File: src/rtl/camera_ctrl.sv
// camera_ctrl: captures one frame of FRAME_LEN bytes from a camera into a
// local register buffer, then streams the frame out over a valid/ready
// handshake. Abort cancels the frame at any point; err is a sticky flag for
// camera bytes that arrive when the block is not able to store them.
module camera_ctrl #(
  parameter int unsigned FRAME_LEN = 12,
  parameter int unsigned DATA_W    = 8
) (
  input  logic              clk,
  input  logic              rst_n,
  input  logic              start,
  input  logic              abort,
  output logic              camera_en,
  input  logic              cam_valid,
  input  logic [DATA_W-1:0] cam_data,
  output logic              out_valid,
  input  logic              out_ready,
  output logic [DATA_W-1:0] out_data,
  output logic              out_last,
  output logic              busy,
  output logic              frame_done,
  output logic              err,
  output logic [7:0]        frame_cnt
);

  // Pointer/counter width must hold the value FRAME_LEN itself (the "full"
  // marker); buffer index width only needs to address FRAME_LEN entries.
  localparam int unsigned PW = $clog2(FRAME_LEN + 1);
  localparam int unsigned IW = $clog2(FRAME_LEN);

  localparam logic [PW-1:0] LEN_P  = PW'(FRAME_LEN);
  localparam logic [PW-1:0] LAST_P = PW'(FRAME_LEN - 1);
  localparam logic [PW-1:0] ONE_P  = PW'(1);

  localparam logic [1:0] IDLE    = 2'd0;
  localparam logic [1:0] CAPTURE = 2'd1;
  localparam logic [1:0] DRAIN   = 2'd2;
  localparam logic [1:0] DONE    = 2'd3;

  logic [1:0]        state;
  logic [PW-1:0]     wr_ptr;
  logic [PW-1:0]     rd_ptr;
  logic [PW-1:0]     en_cnt;
  logic [DATA_W-1:0] frame_buf [FRAME_LEN];

  logic abort_now;
  logic cap_ok;
  logic wr_en;
  logic wr_last;
  logic rd_acc;
  logic rd_last;

  // Qualified events shared by the state machine, buffer and error flag.
  always_comb begin
    abort_now = abort && (state != IDLE);
    cap_ok    = (state == CAPTURE) && (wr_ptr != LEN_P);
    wr_en     = cap_ok && cam_valid && !abort;
    wr_last   = wr_en && (wr_ptr == LAST_P);
    rd_acc    = (state == DRAIN) && out_ready && !abort;
    rd_last   = rd_acc && (rd_ptr == LAST_P);
  end

  // Frame state machine, camera enable window, pointers and frame counter.
  always_ff @(posedge clk) begin
    if (!rst_n) begin
      state     <= IDLE;
      camera_en <= 1'b0;
      wr_ptr    <= '0;
      rd_ptr    <= '0;
      en_cnt    <= '0;
      frame_cnt <= '0;
    end else if (abort_now) begin
      state     <= IDLE;
      camera_en <= 1'b0;
      wr_ptr    <= '0;
      rd_ptr    <= '0;
      en_cnt    <= '0;
    end else begin
      case (state)
        IDLE: begin
          if (start) begin
            state     <= CAPTURE;
            camera_en <= 1'b1;
            // The cycle that starts on this edge is the first enabled cycle.
            en_cnt    <= ONE_P;
            wr_ptr    <= '0;
            rd_ptr    <= '0;
          end
        end
        CAPTURE: begin
          if (camera_en) begin
            if (en_cnt == LEN_P) begin
              camera_en <= 1'b0;
            end else begin
              en_cnt <= en_cnt + ONE_P;
            end
          end
          if (wr_en) begin
            wr_ptr <= wr_ptr + ONE_P;
          end
          if (wr_last) begin
            state     <= DRAIN;
            rd_ptr    <= '0;
            camera_en <= 1'b0;
            en_cnt    <= '0;
          end
        end
        DRAIN: begin
          if (rd_last) begin
            state  <= DONE;
            rd_ptr <= '0;
          end else if (rd_acc) begin
            rd_ptr <= rd_ptr + ONE_P;
          end
        end
        DONE: begin
          state     <= IDLE;
          wr_ptr    <= '0;
          frame_cnt <= frame_cnt + 8'd1;
        end
        default: begin
          state     <= IDLE;
          camera_en <= 1'b0;
        end
      endcase
    end
  end

  // Frame buffer write port; contents are not reset.
  always_ff @(posedge clk) begin
    if (rst_n && wr_en) begin
      frame_buf[wr_ptr[IW-1:0]] <= cam_data;
    end
  end

  // Sticky error: any camera byte that cannot be stored; cleared by a new start.
  always_ff @(posedge clk) begin
    if (!rst_n) begin
      err <= 1'b0;
    end else if (cam_valid && !cap_ok) begin
      err <= 1'b1;
    end else if ((state == IDLE) && start) begin
      err <= 1'b0;
    end
  end

  // Output stage is decoded from state so data holds naturally during stalls;
  // frame_done is masked by abort so a cancelled DONE never reports a frame.
  always_comb begin
    out_valid  = (state == DRAIN);
    out_data   = out_valid ? frame_buf[rd_ptr[IW-1:0]] : '0;
    out_last   = out_valid && (rd_ptr == LAST_P);
    busy       = (state != IDLE);
    frame_done = (state == DONE) && !abort;
  end

endmodule

File: config.mk
export PLATFORM = sky130hd
export DESIGN_NAME = camera_ctrl
export DESIGN_NICKNAME = d
export VERILOG_FILES = /design/src/rtl/camera_ctrl.sv
export SDC_FILE = /design/constraint.sdc
export NUM_CORES = 1
export LEC_CHECK = 0
export BUFFER_PORTS_ARGS = -buffer_cell sky130_fd_sc_hd__buf_4
export CAP_MARGIN = 20
export CORE_UTILIZATION = 50
export CTS_BUF_LIST = sky130_fd_sc_hd__clkbuf_8
export CTS_CLUSTER_DIAMETER = 60
export CTS_CLUSTER_SIZE = 25
export DETAILED_ROUTE_END_ITERATION = 7
export GPL_TIMING_DRIVEN = 0
export PLACE_DENSITY = 0.68
export SETUP_SLACK_MARGIN = 0.5
export SLEW_MARGIN = 20
export SYNTH_ARGS = -nofsm -noshare
export SYNTH_HDL_FRONTEND = slang
export SYNTH_SLANG_ARGS = --single-unit
export TNS_END_PERCENT = 20
File: constraint.sdc
create_clock -name clk -period 6.7 [get_ports clk]
set_clock_uncertainty 0.2 [all_clocks]
set_input_delay 1.34 -clock clk [delete_from_list [all_inputs] [get_ports clk]]
set_output_delay 1.34 -clock clk [all_outputs]
set_load 0.005 [all_outputs]
# Word-level counts from Yosys, hierarchy flattened
# Memory sizes are Yosys's and may differ from the RTL's. A register that Yosys moved wholly into a read port is not among the register bits.
# Index checks and enable logic that the tools add are counted.
# totals
regBits,24
ram_bits,96
input_bits,14
out_inout_bits,22
wordCells,84
mem_count,1
# mem_list
memory,words,width,read_ports,rd_ports_with_merged_regs,wr,line,rtl
frame_buf,12,8,1,1,1,44,logic [DATA_W-1:0] frame_buf [FRAME_LEN];
# op_classes
add_sub_neg,4
n_eq_ne,14
mux,28
bitwise,2
reduce_logical,28
# ops
cell,n
$mux 4,11
$pmux 4 s3,2
$logic_and 1x1->1,13
$add 4x1->4 const B,3
$eq 4x4->1 const B,3
$add 8x1->8 const B,1
$mux 1,8
$mux 8,1
$pmux 2 s4,1
$pmux 4 s2,1
$reduce_and 4->1,2
$mux 2,3
$ne 2x2->1 const B,3
$ne 3x3->1 const B,2
$reduce_and 3->1,2
$reduce_bool 2->1,3
$reduce_bool 3->1,2
$eq 2x2->1 const B,2
$ne 4x4->1 const B,1
$reduce_and 2->1,2
$ne 3x1->1 const B,1
$eq 2x1->1 const B,1
$logic_not 1->1,2
$logic_not 2->1,1
other kinds (4),5

# Longest topological paths before layout
# logic_depth
word_depth,9
depth_mapped,7
depth_no_buf,6

# Worst setup path before layout
# No wires, ideal clock.
# synth_path
path_type,input port to flip-flop
from,input port abort
to,memory frame_buf[3][0] (enable)
setup_ps,395
arrival_time_ps,2687
t_required_ps,6105
slack_ps,3419
path_stages,3
path_buffers,0
path_cell_list,nand2b_4 > or3_4 > nor4_1
# synth_via
elab_chain_len,5
# synth_lines
item,line,rtl
from (decl),12,"input logic abort,"
$logic_not 1->1,57,wr_en = cap_ok && cam_valid && !abort;
$logic_and 1x1->1,57,
$logic_and 1x1->1,131,if (rst_n && wr_en) begin
$mux 1,131,
$mux 1 (not written as such),132,frame_buf[wr_ptr[IW-1:0]] <= cam_data;
to (decl),44,
# No other way between the ends.

==> summary.txt <==
Outcome
  • Status: finished clean

Power
  • Net Switching: 0.4977 mW
  • Share of total power in combinational logic: 0.165
  • Tot Pwr: 1.907 mW
  • Pint: 1.409 mW
  • P_leak: 2.063 nW
  • VDD IR max: 0.1516 mV
  • PwrDens: 307.9 mW/mm²
  • Sequential power share: 0.456
  • Clk pwr share: 0.379
  • Switching Share: 0.2610

Timing
  • RSZ-0062 raised after global routing: false
  • Setup TNS: 0 ps
  • Endpoints failing hold: 0
  • Least-Margin Pin Slew: 767.3 ps
  • Final setup violation count: 0
  • Max_slew headroom: 0.4842
  • Final period util: 0.5792
  • Crit path time final: 3881 ps
  • Max Slew Vio Count: 0
  • FMAX: 0.2577 GHz

Final layout
  • Area grow syn2layout: 16.99%
  • Nets@finish: 431
  • Area of the multi-input gates: 0.001743 mm²
  • Share of cells above drive strength 1: 0.2620
  • Storage cell area: 0.003443 mm²
  • Fillers: 818
  • # diodes: 0

Worst setup path
  • Reg-to-reg startpoint: state[1]
  • Worst-case reg-to-reg path depth: 6
  • WP data arrival: 2340 ps
  • WP data required: 5160 ps
  • Reg2reg setup slack: 3910 ps
  • Kind of critical path: reg2out
  • CP Capture Type: primary output
  • Crit Path Max Fanout: 10
  • Startpoint type of the worst setup path: flop
  • RR Endpoint: frame_buf[3][4]

Routing
  • Final ANT Viol Nets: 0
  • DRC Markers: 0
  • Via Count: 3,111
  • Vias per inst: 5.636
  • Post-DR wirelength/cell: 18.77 µm
  • TritonRoute pass-1 iters: 4
  • DR iter-0 viols: 198
  • Aggregate routed wire length: 10.36 mm

Flow run
  • Max-cap violation count: 0

Clock tree
  • Clk root buf: clkbuf_8
  • Worst-Skew Late Latency: 420 ps
  • Clock slew at reported path FFs: 70 ps
  • Cts hold-fix bufs: 0
  • # Post-CTS Setup Buffers: 0
  • CTS buffer count: 17
  • Clk sinks: 124
  • CTS tree: yes
  • H-tree levels: 4
  • CTS resizes: 0
  • Max Buffers Root-to-Sink: 2

Global route
  • Vias in the first global route: 3,099
  • Antenna violations before repair: 0
  • Largest net degree at the start of global routing: 17
  • First-pass GRT wire length: 16.45 mm
  • Total Routing Usage GR: 0.2046
  • Residual overflow from global routing: 0

Logic synthesis
  • Synth top area share: 0.5446
  • Cells after Synth: 347
  • Post-synth top cells: 96 x edfxtp_1, 28 x dfxtp_1, 24 x mux4_2
  • Flops & latches, synth: 124
  • Synthesized area: 0.005294 mm²
  • Sequential element share of the synthesized area: 0.6504
  • Fraction of registers with async set/reset: 0
  • Post-synth top area cell: edfxtp_1
  • Syn nets: 375
  • Synth Area per Inst: 15.26 µm²
  • Main synth FF type: edfxtp_1
  • Synth area leaders: edfxtp_1 54%, dfxtp_1 11%, mux4_2 10%, ha_1 3.3%, a21oi_1 2.2%
  • Synth cell types: 51
  • Ys Warns: 0
  • Most frequent cell after synthesis: edfxtp_1
  • Number of synthesized flops with an enable pin: 96

Hold path
  • Hold_sp: err
  • Hold depth: 2
  • Min-Delay Path Class: reg2reg
  • Hold path endpoint: err

Floorplan
  • # IOs: 36
  • Starting Density: 0.5151
  • Die ar.: 0.01100 mm²
  • Chip height: 104.9 µm
  • Core Box Area: 0.01028 mm²
  • Die Wd: 104.9 µm
  • Num rows: 37

Place
  • Hpwl dp: 6.936 mm
  • I/O Buffers: 35
  • RD Place Congestion: 0.8045
## routing by layer
metal  vias to the layer above  part of all wire  wire length, µm  global-route usage
li1                       1474                 -                -                   -
met1                      1558              0.44             4536              0.2689
met2                        71              0.50             5173              0.3297
met3                         8             0.051              524             0.04367
met4                         0             0.012              124             0.09054
met5                         -                 0                0                   0
## critical path: stages, from the launching register on
cell	delay, ps
dfxtp_1	320
buf_1	310
buf_2	370
mux4_2	350
o21ai_0	320
a21oi_1	80
buf_4	160
## power by group through the flow
stage          Combinational [mW]  Clock, mW  Sequential, mW
2_1_floorplan               0.211          0           0.882
3_3_place_gp                0.304          0           0.885
3_5_place_dp                0.309          0           0.887
4_1_cts                     0.313      0.734           0.870
5_1_grt                     0.351      0.764           0.873
6_report                    0.314      0.723           0.870
## cell families after synthesis
| group | synth area share |
|---|---|
| flip-flops | 0.6504 |
| AND/OR/NAND/NOR | 0.09099 |
| AO/OA/AOI/OAI | 0.07894 |
| multiplexers | 0.1172 |
| buffers and inverters | 0.02269 |
| adder cells (fa/ha/maj) | 0.03309 |
| XOR/XNOR | 0.006619 |
## layout make-up
type / count / area share
clock inverters: 15 / 0.03354
multi-input cells: 196 / 0.2814
well taps: 136 / 0.02747
clock buffers: 17 / 0.03778
flip-flops and latches: 124 / 0.5560
plain buffers: 13 / 0.01091
inverters: 14 / 0.008485
repair buffers: 37 / 0.04444
## flip-flops by register name, indices dropped and copies added (netlist names), named ones only
signal	cells
camera_en	1
rd_ptr	4
frame_buf	96
err	1
wr_ptr	4
frame_cnt	8
en_cnt	4
state	2
## how the worst max path moves through the flow
stage / endpoint / slack (ps) / cells past startpoint
2_1_floorplan: frame_buf[3][0] / 3420 / 3
3_3_place_gp: frame_buf[3][4] / 2370 / 4
3_5_place_dp: frame_buf[3][4] / 3250 / 5
4_1_cts: out_data[2] / 2780 / 6
5_1_grt: out_data[0] / 2670 / 6
6_report: out_data[2] / 2820 / 6
## per-stage QoR
stage / hold WS (ps) / setup slack, ps / std cells / area, µm² / util
global route: 293.3 / 2672 / 552 / 6193 / 0.6026
floorplan: 248.3 / 3419 / 347 / 5294 / -
CTS: 274.6 / 2779 / 552 / 6193 / 0.6026
global placement: 256.1 / 2370 / 518 / 5727 / 0.5572
finish: 269.5 / 2819 / 552 / 6193 / 0.6026
detailed placement: 255.4 / 3246 / 520 / 5752 / 0.5597
## layout by cell type (no fill, tap or decap), types with 3 or more instances in the layout
| master | netlist | final |
|---|---|---|
| edfxtp_1 | 96 | 96 |
| and3_1 | 3 | 3 |
| clkbuf_8 | 0 | 17 |
| or4_1 | 3 | 3 |
| nand4_1 | 5 | 5 |
| clkinv_2 | 0 | 3 |
| clkinvlp_4 | 0 | 3 |
| o21ai_0 | 17 | 17 |
| a21oi_1 | 23 | 23 |
| buf_2 | 3 | 4 |
| a31oi_1 | 3 | 3 |
| mux4_2 | 24 | 24 |
| inv_1 | 14 | 17 |
| or3_1 | 4 | 4 |
| ha_1 | 14 | 14 |
| dfxtp_1 | 28 | 28 |
| bufinv_16 | 0 | 5 |
| xor2_1 | 3 | 3 |
| nand2_1 | 11 | 11 |
| nor3_1 | 3 | 3 |
| and2_1 | 11 | 11 |
| mux2i_1 | 8 | 8 |
| clkbuf_1 | 5 | 5 |
| nand3_1 | 11 | 11 |
| nand2b_1 | 5 | 5 |
| a32o_1 | 4 | 4 |
| buf_4 | 2 | 38 |
| nor2_1 | 9 | 9 |
No activity file was read; power rests on OpenSTA's default activity.
